===== src/rtl/key_search_scheduler.sv =====
// Round-robin dispatcher of RC4 candidate keys to a parallel decrypt-core array.
// Optional KEY_SCHED_DESCEND_EN: search from KEY_MAX down to 0 instead of 0 up to KEY_MAX.
module key_search_scheduler #(
   parameter int unsigned          NUM_CORES = 4,
   parameter int unsigned          KEY_WIDTH = 24,
   parameter logic [KEY_WIDTH-1:0] KEY_MAX   = KEY_WIDTH'(24'h3FFFFF)
) (
   input  logic                 clk,
   input  logic                 reset_n,
   input  logic                 start,
   input  logic [NUM_CORES-1:0] core_req,
   input  logic [NUM_CORES-1:0] core_done,
   input  logic [NUM_CORES-1:0] core_pass,
   output logic [NUM_CORES-1:0] core_key_valid,
   output logic [KEY_WIDTH-1:0] core_key,
   output logic                 stop_all,
   output logic                 busy,
   output logic                 found,
   output logic                 exhausted,
   output logic [KEY_WIDTH-1:0] found_key
);

   localparam int unsigned IDX_W = (NUM_CORES > 1) ? $clog2(NUM_CORES) : 1;

`ifdef KEY_SCHED_DESCEND_EN
   localparam logic [KEY_WIDTH-1:0] FIRST_KEY = KEY_MAX;
   localparam logic [KEY_WIDTH-1:0] LAST_KEY  = '0;
`else
   localparam logic [KEY_WIDTH-1:0] FIRST_KEY = '0;
   localparam logic [KEY_WIDTH-1:0] LAST_KEY  = KEY_MAX;
`endif

   typedef enum logic [2:0] {
      S_IDLE, S_DISPATCH, S_DRAIN, S_FOUND, S_EXHAUSTED
   } state_t;

   state_t               state;
   logic [NUM_CORES-1:0] outstanding;
   logic [IDX_W-1:0]     rr_ptr;
   logic [KEY_WIDTH-1:0] next_key;
   logic [KEY_WIDTH-1:0] slot [NUM_CORES];

   logic [NUM_CORES-1:0] done_hit_c;
   logic [NUM_CORES-1:0] pass_hit_c;
   logic [NUM_CORES-1:0] eligible_c;
   logic [NUM_CORES-1:0] remaining_c;
   logic                 grant_any_c;
   logic                 pass_any_c;
   logic [IDX_W-1:0]     grant_idx_c;
   logic [IDX_W-1:0]     pass_idx_c;
   logic [IDX_W-1:0]     rr_next_c;
   int unsigned          idx_c;

   // Eligibility uses the pre-done outstanding mask so a core finishing this cycle waits one cycle.
   always_comb begin
      done_hit_c  = core_done & outstanding;
      pass_hit_c  = done_hit_c & core_pass;
      eligible_c  = core_req & ~outstanding;
      remaining_c = outstanding & ~done_hit_c;
      grant_any_c = 1'b0;
      grant_idx_c = '0;
      pass_any_c  = 1'b0;
      pass_idx_c  = '0;
      idx_c       = 0;
      for (int unsigned k = 0; k < NUM_CORES; k++) begin
         idx_c = 32'(rr_ptr) + k;
         if (idx_c >= NUM_CORES) idx_c = idx_c - NUM_CORES;
         if (!grant_any_c && eligible_c[IDX_W'(idx_c)]) begin
            grant_any_c = 1'b1;
            grant_idx_c = IDX_W'(idx_c);
         end
      end
      for (int unsigned i = 0; i < NUM_CORES; i++) begin
         if (!pass_any_c && pass_hit_c[IDX_W'(i)]) begin
            pass_any_c = 1'b1;
            pass_idx_c = IDX_W'(i);
         end
      end
      rr_next_c = (32'(grant_idx_c) == NUM_CORES - 1) ? '0 : grant_idx_c + 1'b1;
   end

   always_ff @(posedge clk or negedge reset_n) begin
      if (!reset_n) begin
         state          <= S_IDLE;
         outstanding    <= '0;
         rr_ptr         <= '0;
         next_key       <= '0;
         core_key_valid <= '0;
         core_key       <= '0;
         stop_all       <= 1'b0;
         busy           <= 1'b0;
         found          <= 1'b0;
         exhausted      <= 1'b0;
         found_key      <= '0;
         for (int unsigned i = 0; i < NUM_CORES; i++) slot[IDX_W'(i)] <= '0;
      end else begin
         core_key_valid <= '0;
         case (state)
            S_IDLE, S_FOUND, S_EXHAUSTED: begin
               outstanding <= '0;
               if (start) begin
                  state     <= S_DISPATCH;
                  busy      <= 1'b1;
                  found     <= 1'b0;
                  exhausted <= 1'b0;
                  stop_all  <= 1'b0;
                  found_key <= '0;
                  next_key  <= FIRST_KEY;
               end
            end
            S_DISPATCH, S_DRAIN: begin
               if (pass_any_c) begin
                  found_key   <= slot[pass_idx_c];
                  found       <= 1'b1;
                  stop_all    <= 1'b1;
                  busy        <= 1'b0;
                  outstanding <= '0;
                  state       <= S_FOUND;
               end else if (state == S_DRAIN) begin
                  outstanding <= remaining_c;
                  if (remaining_c == '0) begin
                     state     <= S_EXHAUSTED;
                     exhausted <= 1'b1;
                     busy      <= 1'b0;
                  end
               end else if (grant_any_c) begin
                  core_key_valid      <= NUM_CORES'(1) << grant_idx_c;
                  core_key            <= next_key;
                  slot[grant_idx_c]   <= next_key;
                  outstanding         <= remaining_c | (NUM_CORES'(1) << grant_idx_c);
                  rr_ptr              <= rr_next_c;
                  // The last key moves to DRAIN; next_key is left in place so it never wraps.
                  if (next_key == LAST_KEY) begin
                     state <= S_DRAIN;
                  end else begin
`ifdef KEY_SCHED_DESCEND_EN
                     next_key <= next_key - 1'b1;
`else
                     next_key <= next_key + 1'b1;
`endif
                  end
               end else begin
                  outstanding <= remaining_c;
               end
            end
            default: state <= S_IDLE;
         endcase
      end
   end

endmodule


===== config.mk =====
export PLATFORM = sky130hd
export DESIGN_NAME = key_search_scheduler
export DESIGN_NICKNAME = d
export VERILOG_FILES = /design/src/rtl/key_search_scheduler.sv
export SDC_FILE = /design/constraint.sdc
export NUM_CORES = 1
export LEC_CHECK = 0
export CAP_MARGIN = 10
export CORE_MARGIN = 4
export CORE_UTILIZATION = 54
export CTS_BUF_LIST = sky130_fd_sc_hd__clkbuf_2 sky130_fd_sc_hd__clkbuf_4 sky130_fd_sc_hd__clkbuf_8
export CTS_CLUSTER_DIAMETER = 50
export DETAILED_ROUTE_END_ITERATION = 10
export PLACE_DENSITY = 0.78
export SYNTH_ARGS = -nofsm -noshare
export SYNTH_HDL_FRONTEND = slang
export SYNTH_SLANG_ARGS = --single-unit

===== constraint.sdc =====
create_clock -name clk -period 2.2 [get_ports clk]
set_clock_uncertainty 0.15 [all_clocks]
set_input_delay 0.66 -clock clk [delete_from_list [all_inputs] [get_ports clk]]
set_output_delay 0.66 -clock clk [all_outputs]
set_load 0.03 [all_outputs]

==> flow_summary.toml <==
[sta]
worst_pin_slew_ps = 456
max_freq_mhz = 424
slew_headroom_pct = 69.5
fin_ws_ps = -161
timing.final.crit_share_pct = 107
finalCriticalPeriod_ps = 2360
slew_viol_final = 0
hold_viol = 0
rsz0062_at_grt = "true"
setup_viol = 93

[layout]
fillers = 885
syn_to_final_growth_pct = 38.7
final_util_pct = 76.8
layout_commonest_cell = "dfrtp_1"
multi_input_area_sq_mm = 0.00425
final-seq-area_sq_mm = 0.00461
most-common-layout-cells = "dfrtp_1, buf_4, nand2_1"
fin_cells = 1124
drive_gt1_share_pct = 38.3
diodes = 0
nets = 921

[hold_path]
whs_endpoint = "core_key[0]"
whs_path_depth = 1
hold_path.startpoint = "core_key[0]"
worstHoldPathType = "reg2reg"

[floorplan]
ios = 71
start_util_pct = 55.4
die_w_um = 133
fp.dieArea_sq_mm = 0.0178
die_y_um = 133
design.core.area_sq_mm = 0.0153
rows = 45

[detailed_routing]
firstDrtPassIters = 5
drc_errors = 0
ant_nets = 0
drt-initial-drc-count = 781
viasPerCell = 6.27
wl_per_cell_um = 24.1
vias = 7049
wirelength_mm = 27.0

[flow_run]
maxCapViolCount = 0

[worst_setup_path]
ff2ff_setup_slack_ps = -160
critPathArrivalTime_ps = 2540
reg2regPathDepth = 7
crit_type = "reg2reg"
start_kind = "register"
rr_endpoint = "next_key[19]"
reg2reg_from = "next_key[0]"
path_max_fanout = 9
endpoint_kind = "register"
required_ps = 2380

[synthesis]
syn_inst = 730
synth.net_count = 750
ys_types = 64
ys.flop_type = "dfrtp_1"
synth-seq-cells = 184
synth-seq-area-share_pct = 54.3
syn_avg_cell_area_sq_um = 11.6
yosysWarnings = 0
syn_area_sq_mm = 0.00848
synth_edf_count = 0
async_flop_share_pct = 100

[place]
numPortBuffers = 70
place.gp.congestion = 0.925
dp.cells = 1048
hpwl_mm = 13.9
place_ws_ps = -806

[global_route]
grt_overflow = 0
grt_util_all_layers_pct = 27.6
grt_max_degree = 54
grt_antenna_before_repair = 0
grt_pass1_wl_mm = 38.2
grt_pass1_vias = 7050

[cts]
clk_latency_ps = 480
root_buffer = "clkbuf_8"
h-tree-depth = 4
cts.path.max_buffers = 2
path_clk_slew_ps = 90
cts_tree = "yes"
cts_buffers = 17
cts_num_sinks = 184

[run_status]
failed_checks = "negative setup slack"
outcome = "complete, but fails checks"

[pwr]
max-vdd-ir-drop_mv = 1.32
power_leakage_nw = 5.91
p_per_area_mw_per_mm2 = 1200
==> metrics by stage <==
stage	setup TNS, ps	area, sq um	hold WS (ps)	total power [mW]
after global placement	-105310	10200	316	9.13
final	-5360	11800	338	14.1
after global routing	-11580	11800	363	14.6
after CTS	-4000	11300	341	13.2
after detailed placement	-119140	10200	328	9.30
after floorplan	-26260	8710	214	7.38
==> cell usage after synthesis (3+ instances only) <==
library cell / count / area [sq um]
dfrtp_1: 184 / 4600
nand2_1: 92 / 345
mux2_2: 80 / 901
mux2_1: 41 / 462
nor2_1: 39 / 146
a21oi_1: 33 / 165
clkbuf_1: 28 / 105
a22o_1: 23 / 201
a32oi_1: 23 / 201
nand3_1: 21 / 105
buf_2: 15 / 75.1
xor2_1: 13 / 114
inv_1: 12 / 45.0
o21ai_0: 10 / 50.1
nand2b_1: 9 / 56.3
nand4_1: 9 / 56.3
buf_4: 8 / 60.1
a31oi_1: 7 / 43.8
nor2b_1: 6 / 37.5
buf_6: 5 / 56.3
ha_1: 5 / 62.6
and2_1: 4 / 25.0
and3_1: 4 / 25.0
nor3_1: 4 / 20.0
o211ai_1: 4 / 30.0
nand2_2: 3 / 18.8
nor4_1: 3 / 18.8
xnor2_1: 3 / 26.3
==> layer usage <==
| layer | wire (um) | vias up | share of wire [%] | GRT usage [%] |
|---|---|---|---|---|
| met1 | 10400 | 3555 | 39 | 35.4 |
| met5 | 0 | - | 0 | 0 |
| met4 | 1350 | 0 | 5.0 | 11.0 |
| met2 | 13300 | 419 | 49 | 46.1 |
| li1 | - | 2957 | - | - |
| met3 | 1950 | 118 | 7.2 | 5.97 |
==> critical path, cell delays in order (launching register included) <==
cell and delay, ps:
dfrtp_1 430, buf_4 230, and4_1 280, nand2b_1 190
nor3_2 210, buf_4 170, o211ai_1 160, o41ai_1 400
==> logic make-up (layout without fill, tap and decap cells) <==
group | after synthesis | in the layout | share of synthesized area [%]
and+or+nand+nor | 215 | 218 | 12.6
buffers and inverters | 70 | 249 | 4.13
AOI/OAI and AO/OA | 119 | 120 | 10.5
xor gates and xnor gates | 16 | 16 | 1.65
adders and majority gates | 5 | 5 | 0.738
DFF | 184 | 184 | 54.3
muxes | 121 | 121 | 16.1
==> final cells by class <==
| class | instances | area share [%] |
|---|---|---|
| Clock inverter | 6 | 0.957 |
| Multi-Input combinational cell | 480 | 36.1 |
| Tap cell | 211 | 2.24 |
| Timing Repair Buffer | 206 | 18.4 |
| Sequential cell | 184 | 39.1 |
| Clock buffer | 25 | 2.66 |
| Inverter | 12 | 0.425 |
==> how the worst max path moves through the flow <==
| stage | start | to | slack (ps) | cells after the start |
|---|---|---|---|---|
| after floorplan | core_req[3] | slot[28] | -290 | 8 |
| after global placement | core_req[0] | slot[11] | -700 | 11 |
| after detailed placement | core_req[0] | slot[78] | -810 | 11 |
| after CTS | outstanding[0] | slot[79] | -120 | 12 |
| after global routing | outstanding[0] | slot[78] | -180 | 12 |
| final | next_key[0] | next_key[19] | -160 | 7 |
==> timing repair <==
item                                    4_1_cts  5_1_grt
pin swaps                                     8       26
resized for setup                           133       69
hold buffers                                  1        0
gates cloned                                 12        4
hold endpoints to repair                     15        0
buffers inserted                             16       18
endpoints found under the setup margin      208      169
==> flip-flops by register name, summed over array words and instances, names as in the netlist, 2 cells and up <==
| name | flops |
|---|---|
| outstanding | 4 |
| core_key | 24 |
| next_key | 24 |
| core_key_valid | 4 |
| slot | 96 |
| state | 3 |
| rr_ptr | 2 |
| found_key | 24 |
==> report_power, final <==
group,internal [mW],switching (mW)
registers,3.79,0.311
clock network,1.28,1.20
logic,3.55,3.97
total,8.63,5.48
Power figures use the tool's default switching activity.
